**src/rtl/modbus_pkg.sv**
```systemverilog
// rtl/modbus_pkg.sv - shared Modbus RTU definitions
// Purpose: FSM state encoding, CRC16 constants and the t3.5 silent-interval
// calculation shared by the frame transmitter and the receive-side checker.
// Ports: none (package).
package modbus_pkg;

  // One-hot encoding: each state decodes from a single flop.
  typedef enum logic [7:0] {
    ST_IDLE      = 8'b0000_0001,
    ST_FETCH     = 8'b0000_0010,
    ST_SEND      = 8'b0000_0100,
    ST_WAIT_DONE = 8'b0000_1000,
    ST_CRC_LO    = 8'b0001_0000,
    ST_CRC_HI    = 8'b0010_0000,
    ST_GAP       = 8'b0100_0000,
    ST_DONE      = 8'b1000_0000
  } state_t;

  localparam logic [15:0] CRC_INIT = 16'hFFFF;
  localparam logic [15:0] CRC_POLY = 16'hA001;

  // Above 19200 baud Modbus fixes t3.5 at 1.75 ms; at or below it is
  // 3.5 character times of 11 bits each (77/2 bit times).
  function automatic longint unsigned calc_t35(input longint unsigned clk,
                                               input longint unsigned baud);
    if (baud > 64'd19200) begin
      return (clk * 64'd1750) / 64'd1000000;
    end
    return (clk * 64'd77) / (64'd2 * baud);
  endfunction

endpackage

```
**src/rtl/modbus_crc16_byte.sv**
```systemverilog
// rtl/modbus_crc16_byte.sv - combinational Modbus CRC16 single-byte fold
// Purpose: next CRC after folding one byte, LSB first, reflected poly 0xA001.
// Ports:
//   crc_in  [15:0] in   running CRC before this byte
//   data    [7:0]  in   byte to fold in
//   crc_out [15:0] out  running CRC after this byte
module modbus_crc16_byte
  import modbus_pkg::*;
(
  input  logic [15:0] crc_in,
  input  logic [7:0]  data,
  output logic [15:0] crc_out
);

  logic [15:0] crc_v;

  always_comb begin
    crc_v = crc_in ^ {8'h00, data};
    for (int i = 0; i < 8; i++) begin
      if (crc_v[0]) begin
        crc_v = (crc_v >> 1) ^ CRC_POLY;
      end else begin
        crc_v = crc_v >> 1;
      end
    end
    crc_out = crc_v;
  end

endmodule

```
**src/rtl/modbus_frame_tx.sv**
```systemverilog
// rtl/modbus_frame_tx.sv - Modbus RTU frame transmitter sequencer
// Purpose: sends a buffered frame of 1..MAX_LEN bytes through uart_byte_tx,
// optionally appends CRC16 (low byte first), then holds the t3.5 gap.
// Ports:
//   sys_clk, reset_n              clock, asynchronous active-low reset
//   wr_en, wr_addr, wr_data       frame buffer write port (ignored while busy)
//   frame_start, frame_len, crc_en  frame request, sampled together
//   busy, frame_done, frame_err   frame status
//   gap_active                    high while the t3.5 gap is counted
//   crc_out                       CRC of the last completed frame
//   tx_start, tx_data, tx_done    handshake with uart_byte_tx
module modbus_frame_tx
  import modbus_pkg::*;
#(
  parameter int CLK_FREQ  = 50000000,
  parameter int BAUD_RATE = 115200,
  parameter int MAX_LEN   = 256,
  parameter int ADDR_W    = 8,
  parameter int LEN_W     = 9
) (
  input  logic              sys_clk,
  input  logic              reset_n,
  input  logic              wr_en,
  input  logic [ADDR_W-1:0] wr_addr,
  input  logic [7:0]        wr_data,
  input  logic              frame_start,
  input  logic [LEN_W-1:0]  frame_len,
  input  logic              crc_en,
  output logic              busy,
  output logic              frame_done,
  output logic              frame_err,
  output logic              gap_active,
  output logic [15:0]       crc_out,
  output logic              tx_start,
  output logic [7:0]        tx_data,
  input  logic              tx_done
);

  localparam logic [31:0] T35_CYC = 32'(calc_t35(64'(CLK_FREQ), 64'(BAUD_RATE)));

  state_t            state, state_nxt;
  logic [LEN_W-1:0]  idx, idx_nxt;
  logic [LEN_W-1:0]  len_q, len_nxt;
  logic              crc_en_q, crc_en_nxt;
  logic [15:0]       crc_q, crc_nxt, crc_fold;
  logic [31:0]       gap_cnt, gap_nxt;
  logic              tx_start_nxt;
  logic [7:0]        tx_data_nxt;
  logic              frame_err_nxt;
  logic [15:0]       crc_out_nxt;

  logic [7:0]        mem [MAX_LEN];
  logic [7:0]        rd_data;

  logic              len_ok;
  logic              wr_ok;
  logic              last_byte;

  assign len_ok    = (frame_len != '0) && (frame_len <= LEN_W'(MAX_LEN));
  assign wr_ok     = ({{(32-ADDR_W){1'b0}}, wr_addr} < 32'(MAX_LEN));
  assign last_byte = (idx == len_q - LEN_W'(1));

  assign busy       = (state != ST_IDLE);
  assign gap_active = (state == ST_GAP);
  assign frame_done = (state == ST_DONE);

  // Buffer: contents are not reset. The read port follows idx every cycle,
  // so the byte for idx is valid one cycle after FETCH presents it.
  always_ff @(posedge sys_clk) begin
    if (wr_en && !busy && wr_ok) begin
      mem[wr_addr] <= wr_data;
    end
    rd_data <= mem[idx[ADDR_W-1:0]];
  end

  modbus_crc16_byte u_crc16 (
    .crc_in  (crc_q),
    .data    (rd_data),
    .crc_out (crc_fold)
  );

  always_comb begin
    state_nxt     = state;
    idx_nxt       = idx;
    len_nxt       = len_q;
    crc_en_nxt    = crc_en_q;
    crc_nxt       = crc_q;
    gap_nxt       = gap_cnt;
    tx_start_nxt  = 1'b0;
    tx_data_nxt   = tx_data;
    frame_err_nxt = 1'b0;
    crc_out_nxt   = crc_out;

    case (state)
      ST_IDLE: begin
        if (frame_start) begin
          if (len_ok) begin
            len_nxt    = frame_len;
            crc_en_nxt = crc_en;
            idx_nxt    = '0;
            crc_nxt    = CRC_INIT;
            state_nxt  = ST_FETCH;
          end else begin
            frame_err_nxt = 1'b1;
          end
        end
      end
      ST_FETCH: begin
        state_nxt = ST_SEND;
      end
      ST_SEND: begin
        tx_data_nxt  = rd_data;
        tx_start_nxt = 1'b1;
        crc_nxt      = crc_fold;
        state_nxt    = ST_WAIT_DONE;
      end
      ST_WAIT_DONE: begin
        if (tx_done) begin
          if (!last_byte) begin
            idx_nxt   = idx + LEN_W'(1);
            state_nxt = ST_FETCH;
          end else if (crc_en_q) begin
            tx_data_nxt  = crc_q[7:0];
            tx_start_nxt = 1'b1;
            state_nxt    = ST_CRC_LO;
          end else begin
            gap_nxt   = '0;
            state_nxt = ST_GAP;
          end
        end
      end
      ST_CRC_LO: begin
        if (tx_done) begin
          tx_data_nxt  = crc_q[15:8];
          tx_start_nxt = 1'b1;
          state_nxt    = ST_CRC_HI;
        end
      end
      ST_CRC_HI: begin
        if (tx_done) begin
          gap_nxt   = '0;
          state_nxt = ST_GAP;
        end
      end
      ST_GAP: begin
        if (gap_cnt == T35_CYC - 32'd1) begin
          crc_out_nxt = crc_q;
          state_nxt   = ST_DONE;
        end else begin
          gap_nxt = gap_cnt + 32'd1;
        end
      end
      ST_DONE: begin
        state_nxt = ST_IDLE;
      end
      default: begin
        state_nxt = ST_IDLE;
      end
    endcase
  end

  always_ff @(posedge sys_clk or negedge reset_n) begin
    if (!reset_n) begin
      state     <= ST_IDLE;
      idx       <= '0;
      len_q     <= '0;
      crc_en_q  <= 1'b0;
      crc_q     <= CRC_INIT;
      gap_cnt   <= '0;
      tx_start  <= 1'b0;
      tx_data   <= 8'h00;
      frame_err <= 1'b0;
      crc_out   <= CRC_INIT;
    end else begin
      state     <= state_nxt;
      idx       <= idx_nxt;
      len_q     <= len_nxt;
      crc_en_q  <= crc_en_nxt;
      crc_q     <= crc_nxt;
      gap_cnt   <= gap_nxt;
      tx_start  <= tx_start_nxt;
      tx_data   <= tx_data_nxt;
      frame_err <= frame_err_nxt;
      crc_out   <= crc_out_nxt;
    end
  end

endmodule

```
**config.mk**
```make
export PLATFORM = sky130hd
export DESIGN_NAME = modbus_frame_tx
export DESIGN_NICKNAME = d
export VERILOG_FILES = /design/src/rtl/modbus_pkg.sv /design/src/rtl/modbus_crc16_byte.sv /design/src/rtl/modbus_frame_tx.sv
export SDC_FILE = /design/constraint.sdc
export NUM_CORES = 2
export LEC_CHECK = 0
export CORE_ASPECT_RATIO = 0.5
export CORE_UTILIZATION = 40
export DETAILED_ROUTE_END_ITERATION = 8
export PLACE_DENSITY = 0.54
export SYNTH_ARGS = -nofsm -noshare
export SYNTH_HDL_FRONTEND = slang
export SYNTH_SLANG_ARGS = --single-unit
```
**constraint.sdc**
```tcl
create_clock -name sys_clk -period 2.7 [get_ports sys_clk]
set_input_delay 0.54 -clock sys_clk [delete_from_list [all_inputs] [get_ports sys_clk]]
set_output_delay 0.54 -clock sys_clk [all_outputs]
set_load 0.02 [all_outputs]
```
# Word-level counts from Yosys, hierarchy flattened
# Memories as Yosys holds them, arrays and structs flattened. A register that Yosys moved wholly into a read port is not among the register bits.
# Cells that the tools add are included.
[word_totals]
regBits = 101
ramBits = 2048
inputBits = 31
output_inout_bits = 29
elab_cells = 107
n_memories = 1
[op_classes]
n_addsub = 3
order_cmp = 1
eq_ne = 22
muxes = 46
bitwise_logic = 9
n_reduce_logical = 15
[mem_list]
columns = ["memory", "depth", "width", "read_ports", "rd_ports_with_merged_regs", "write_ports", "line_no", "text"]
rows = [
  ["mem", 256, 8, 1, 1, 1, "modbus_frame_tx.sv:52", "logic [7:0] mem [MAX_LEN];"],
]
[op_table]
columns = ["op", "n"]
rows = [
  ["$mux W16", 10],
  ["$mux W32", 5],
  ["$pmux W32 S3", 1],
  ["$mux W8", 10],
  ["$pmux W8 S7", 1],
  ["$mux W9", 4],
  ["$add A32 B1 Y32 const B", 1],
  ["$eq A32 B17 Y1 const B", 1],
  ["$pmux W16 S2", 1],
  ["$not A2 Y3", 8],
  ["$pmux W8 S3", 1],
  ["$ne A2 B2 Y1 const B", 10],
  ["$pmux W9 S2", 1],
  ["$xor A16 B8 Y16", 1],
  ["$mux W7", 2],
  ["$reduce_and A6 Y1", 2],
  ["$reduce_and A5 Y1", 2],
  ["$add A9 B1 Y9 const B", 1],
  ["$eq A9 B9 Y1", 1],
  ["$le A9 B9 Y1 const B", 1],
  ["$mux W1", 9],
  ["$reduce_bool A9 Y1", 1],
  ["$sub A9 B1 Y9 const B", 1],
  ["$eq A8 B1 Y1 const B", 1],
  ["other kinds (16)", 20],
]

# Longest topological paths before layout
[logic_depth]
depth_word = 18
mapped_depth = 12
depth_no_buf = 10

# Hierarchy
# Synthesis repeated with hierarchy kept, for this count alone.
[unflattened]
cells_unflattened = 4131
area_unflattened_um2 = 85047.8
[modules_own_cells]
columns = ["module", "n_inst", "cells_each", "area_per_inst_um2"]
rows = [
  ["modbus_frame_tx", 1, 4102, 84763.8],
  ["modbus_crc16_byte", 1, 29, 284.0],
]

# Worst setup path before layout
# No wires, ideal clock.
[synth_timing]
kind = "register -> register"
from = "register idx[0]"
to = "register rd_data[3], read port of mem"
arrival_time_ns = 2.659
required_time_ns = 2.569
slack_ns = -0.090
path_stages_with_launch = 10
path_buffers = 3
path_cell_list = "dfrtp_1 -> buf_2 -> buf_4 -> buf_1 -> mux4_2 -> and3_1 -> a2111oi_0 -> nor2_1 -> o32ai_1 -> nand3_1"
[synth_rtl]
columns = ["item", "line_no", "text"]
rows = [
  ["start: declaration", "modbus_frame_tx.sv:42", "logic [LEN_W-1:0] idx, idx_nxt;"],
  ["start signal: assignment", "modbus_frame_tx.sv:176", "idx <= idx_nxt;"],
  ["end: declaration", "modbus_frame_tx.sv:53", "logic [7:0] rd_data;"],
]

==> run_results.csv <==
group,metric,value,unit
setup_path,critical_path.endpoint_type,"flop",
final_layout,nets,5301,
setup_path,cp_slowest_cell,"mux4_2",
power_and_ir_drop,leakage,0.0338,uW
sta,finClkSkew,37.8,ps
place,place_hpwl,168000,um
sta,timing.final.ws_setup,-363,ps
final_layout,n_fill_cell,17227,
floorplan,die_y,327,um
outcome,status,"finished, violations left",
yosys,syn_inst,4307,
yosys,ys_warn_count,0,
global_route,antenna_found_initial,19,
yosys,synth_async_sr_flop_share,4.68,%
routing,wirelength,255000,um
routing,drt_iter0_markers,5701,
yosys,syn-num-nets,4341,
yosys,synth_top_area_share,72.6,%
clock_tree,cts_tree,"done",
routing,wl_per_cell,30.8,um
yosys,synth_edf_count,2048,
setup_path,crit_type,"reg2reg",
setup_path,worstSetupStartpointType,"flop",
routing,via_per_inst,5.78,
final_layout,seqCellArea,0.0643,mm^2
place,port_buffers,59,
sta,slew_headroom,24.8,%
power_and_ir_drop,ir_drop,0.000559,V
final_layout,drive_gt1_share,37.1,%
floorplan,start_util,40.2,%
setup_path,critical_path.max_fanout,8,
place,gp_congestion,0.903,
global_route,grt_pass1_wl,355000,um
final_layout,multi_input_area,0.0205,mm^2
yosys,ys_seq_elements,2157,
sta,max_freq,327,MHz
run,cap_violations,0,
setup_path,arrival,3800,ps
final_layout,area_growth,23.6,%
yosys,synth.largest_area_cell,"edfxtp_1",
sta,drv_slew,0,
sta,finalHoldViolations,0,
clock_tree,cts_root_buf,"clkbuf_16",
sta,rsz0062_at_grt,"true",
floorplan,dieArea,0.214,mm^2
yosys,synth_area_leaders,"edfxtp_1 73%, mux4_2 13%, dfrtp_1 2.0%, mux2i_1 1.8%, nor2_1 1.4%",
sta,whs,199,ps
yosys,synthDistinctLibCells,77,
floorplan,die-width,653,um
hold_path,hp-class,"in2reg",
floorplan,core_area,0.211,mm^2
sta,setup_viol,15,
yosys,seq_area_frac_synth,75.8,%
clock_tree,clock_sinks,2157,
routing,dr.pass1.iters,5,
clock_tree,clk_pin_slew,70,ps
setup_path,cpPeakStageDelay,570,ps
setup_path,crit_chain,"buf_12, buf_16, buf_4, buf_6, mux4_2, a22oi_1, a21oi_2, or4_1, o32ai_2, buf_4, a211oi_1",
clock_tree,numCtsBuffers,203,
global_route,grt_util_all_layers,23.3,%
clock_tree,clk_latency,860,ps
final_layout,finalCoreUtilization,49.7,%
final_layout,final_cell_mix,"2048 x edfxtp_1, 711 x buf_4, 471 x mux4_2",
yosys,synthesis.area,0.0847,mm^2
clock_tree,htree_levels,4,
yosys,ys.flop_type,"edfxtp_1",
sta,final.period_utilization,113,%
sta,worst_pin_slew,1120,ps
clock_tree,ctsLongestPathBuffers,4,
global_route,grt_start_max_net_pins,91,
power_and_ir_drop,power.density,678,mW/mm^2
routing,vias,47741,
sta,fin_crit,3060,ps
place,dp_slack,-793,ps
floorplan,rows,119,
routing,antenna_left,0,
setup_path,required,3440,ps
final_layout,final_common_cell,"edfxtp_1",
yosys,avgSynthCellArea,19.7,um^2
outcome,violations,"setup timing",
floorplan,io_pins,60,
sta,tns,-2480,ps
routing,drcViolationCount,0,
setup_path,worst_path_most_repeated_cell,"buf_4",
global_route,gr-total-overflow,0,
global_route,first_global_vias,47399,
-- worst max-delay path: cells and delay by family (launching register included) --
kind	cells	cell delay (ps)
multiplexers	1	570
AND/OR/NAND/NOR	1	440
buffers and inverters	5	790
flip-flops	1	550
AO/OA/AOI/OAI	4	570
-- cell families (layout without fill, tap and decap cells) --
| logic type | count (synthesis) | after routing | share of synthesized area (%) |
|---|---|---|---|
| adder cells (fa/ha/maj) | 3 | 3 | 0.0443 |
| buffers and inverters | 278 | 1388 | 1.42 |
| multiplexers | 666 | 666 | 14.9 |
| other | 0 | 2 | 0 |
| flip-flops | 2157 | 2157 | 75.8 |
| XOR/XNOR | 35 | 35 | 0.362 |
| AO/OA/AOI/OAI | 475 | 475 | 3.79 |
| AND/OR/NAND/NOR | 693 | 693 | 3.70 |
-- timing repair --
action                     4_1_cts  5_1_grt
hold endpoints to repair        33        0
pin swaps                       27       54
hold buffers                     1        0
gates cloned                     7        8
setup endpoints to repair     1300     1522
setup buffers                   31       18
resized for setup              150      286
-- cell type report --
| type | count | share of cell area (%) |
|---|---|---|
| clock inverter | 94 | 0.643 |
| sequential | 2157 | 61.4 |
| clock buffer | 261 | 5.17 |
| inverter | 21 | 0.0872 |
| multi-input combinational | 1872 | 19.6 |
| tap | 2843 | 3.40 |
| antenna | 2 | 0.00478 |
| timing repair buffer | 1012 | 9.73 |
-- cells in the mapped netlist, drive strengths merged, types with 30 or more instances --
cell / n
o21ai: 81
dfstp: 33
nor3: 32
o22ai: 35
mux2i: 153
a31oi: 42
edfxtp: 2048
mux2: 42
a22oi: 61
nand2: 165
nor2: 328
a221oi: 34
buf: 108
mux4: 471
dfrtp: 68
a211oi: 30
clkbuf: 149
a21oi: 91
nand3: 52
-- worst paths after layout --
check                           startpoint          end  slack [ps]  cells after the start
worst max-delay path                idx[0]   rd_data[6]        -360                     11
worst min-delay path            wr_data[7]   mem[56][7]         200                      1
worst max register to register      idx[0]   rd_data[6]        -360                     11
worst min register to register  gap_cnt[8]   gap_cnt[8]         500                      1
max in group asynchronous          reset_n  crc_out[13]        1740                      3
min in group asynchronous          reset_n  gap_cnt[16]         210                      2
-- through the flow --
step	std cells	cell area, um^2	total power (uW)
5_1_grt	8262	105000	73100
4_1_cts	8241	103000	71200
6_report	8262	105000	71000
2_1_floorplan	4307	84800	41000
3_5_place_dp	7851	96200	44000
3_3_place_gp	7851	96200	43900
-- report_power, final --
group / leakage [uW] / switching (uW) / internal, uW
clock network: 0.00298 / 12300 / 14900
logic: 0.0112 / 3510 / 3030
registers: 0.0197 / 339 / 37000
total: 0.0338 / 16100 / 54900
-- registers in the layout (all words and copies together) (netlist names) --
register	cells
idx	9
crc_en_q	1
mem	2048
state	8
rd_data	8
frame_err	1
tx_data	8
crc_q	16
gap_cnt	32
len_q	9
crc_out	16
tx_start	1
-- layer usage --
layer | vias to the layer above | GRT usage (%) | share of wire (%)
li1 | 19671 | - | -
met1 | 25638 | 34.6 | 43
met2 | 2105 | 35.6 | 45
met3 | 323 | 4.99 | 9.3
met4 | 4 | 4.92 | 2.0
met5 | - | 0 | 0.013
Note: power is estimated with default switching activity, not from simulation.
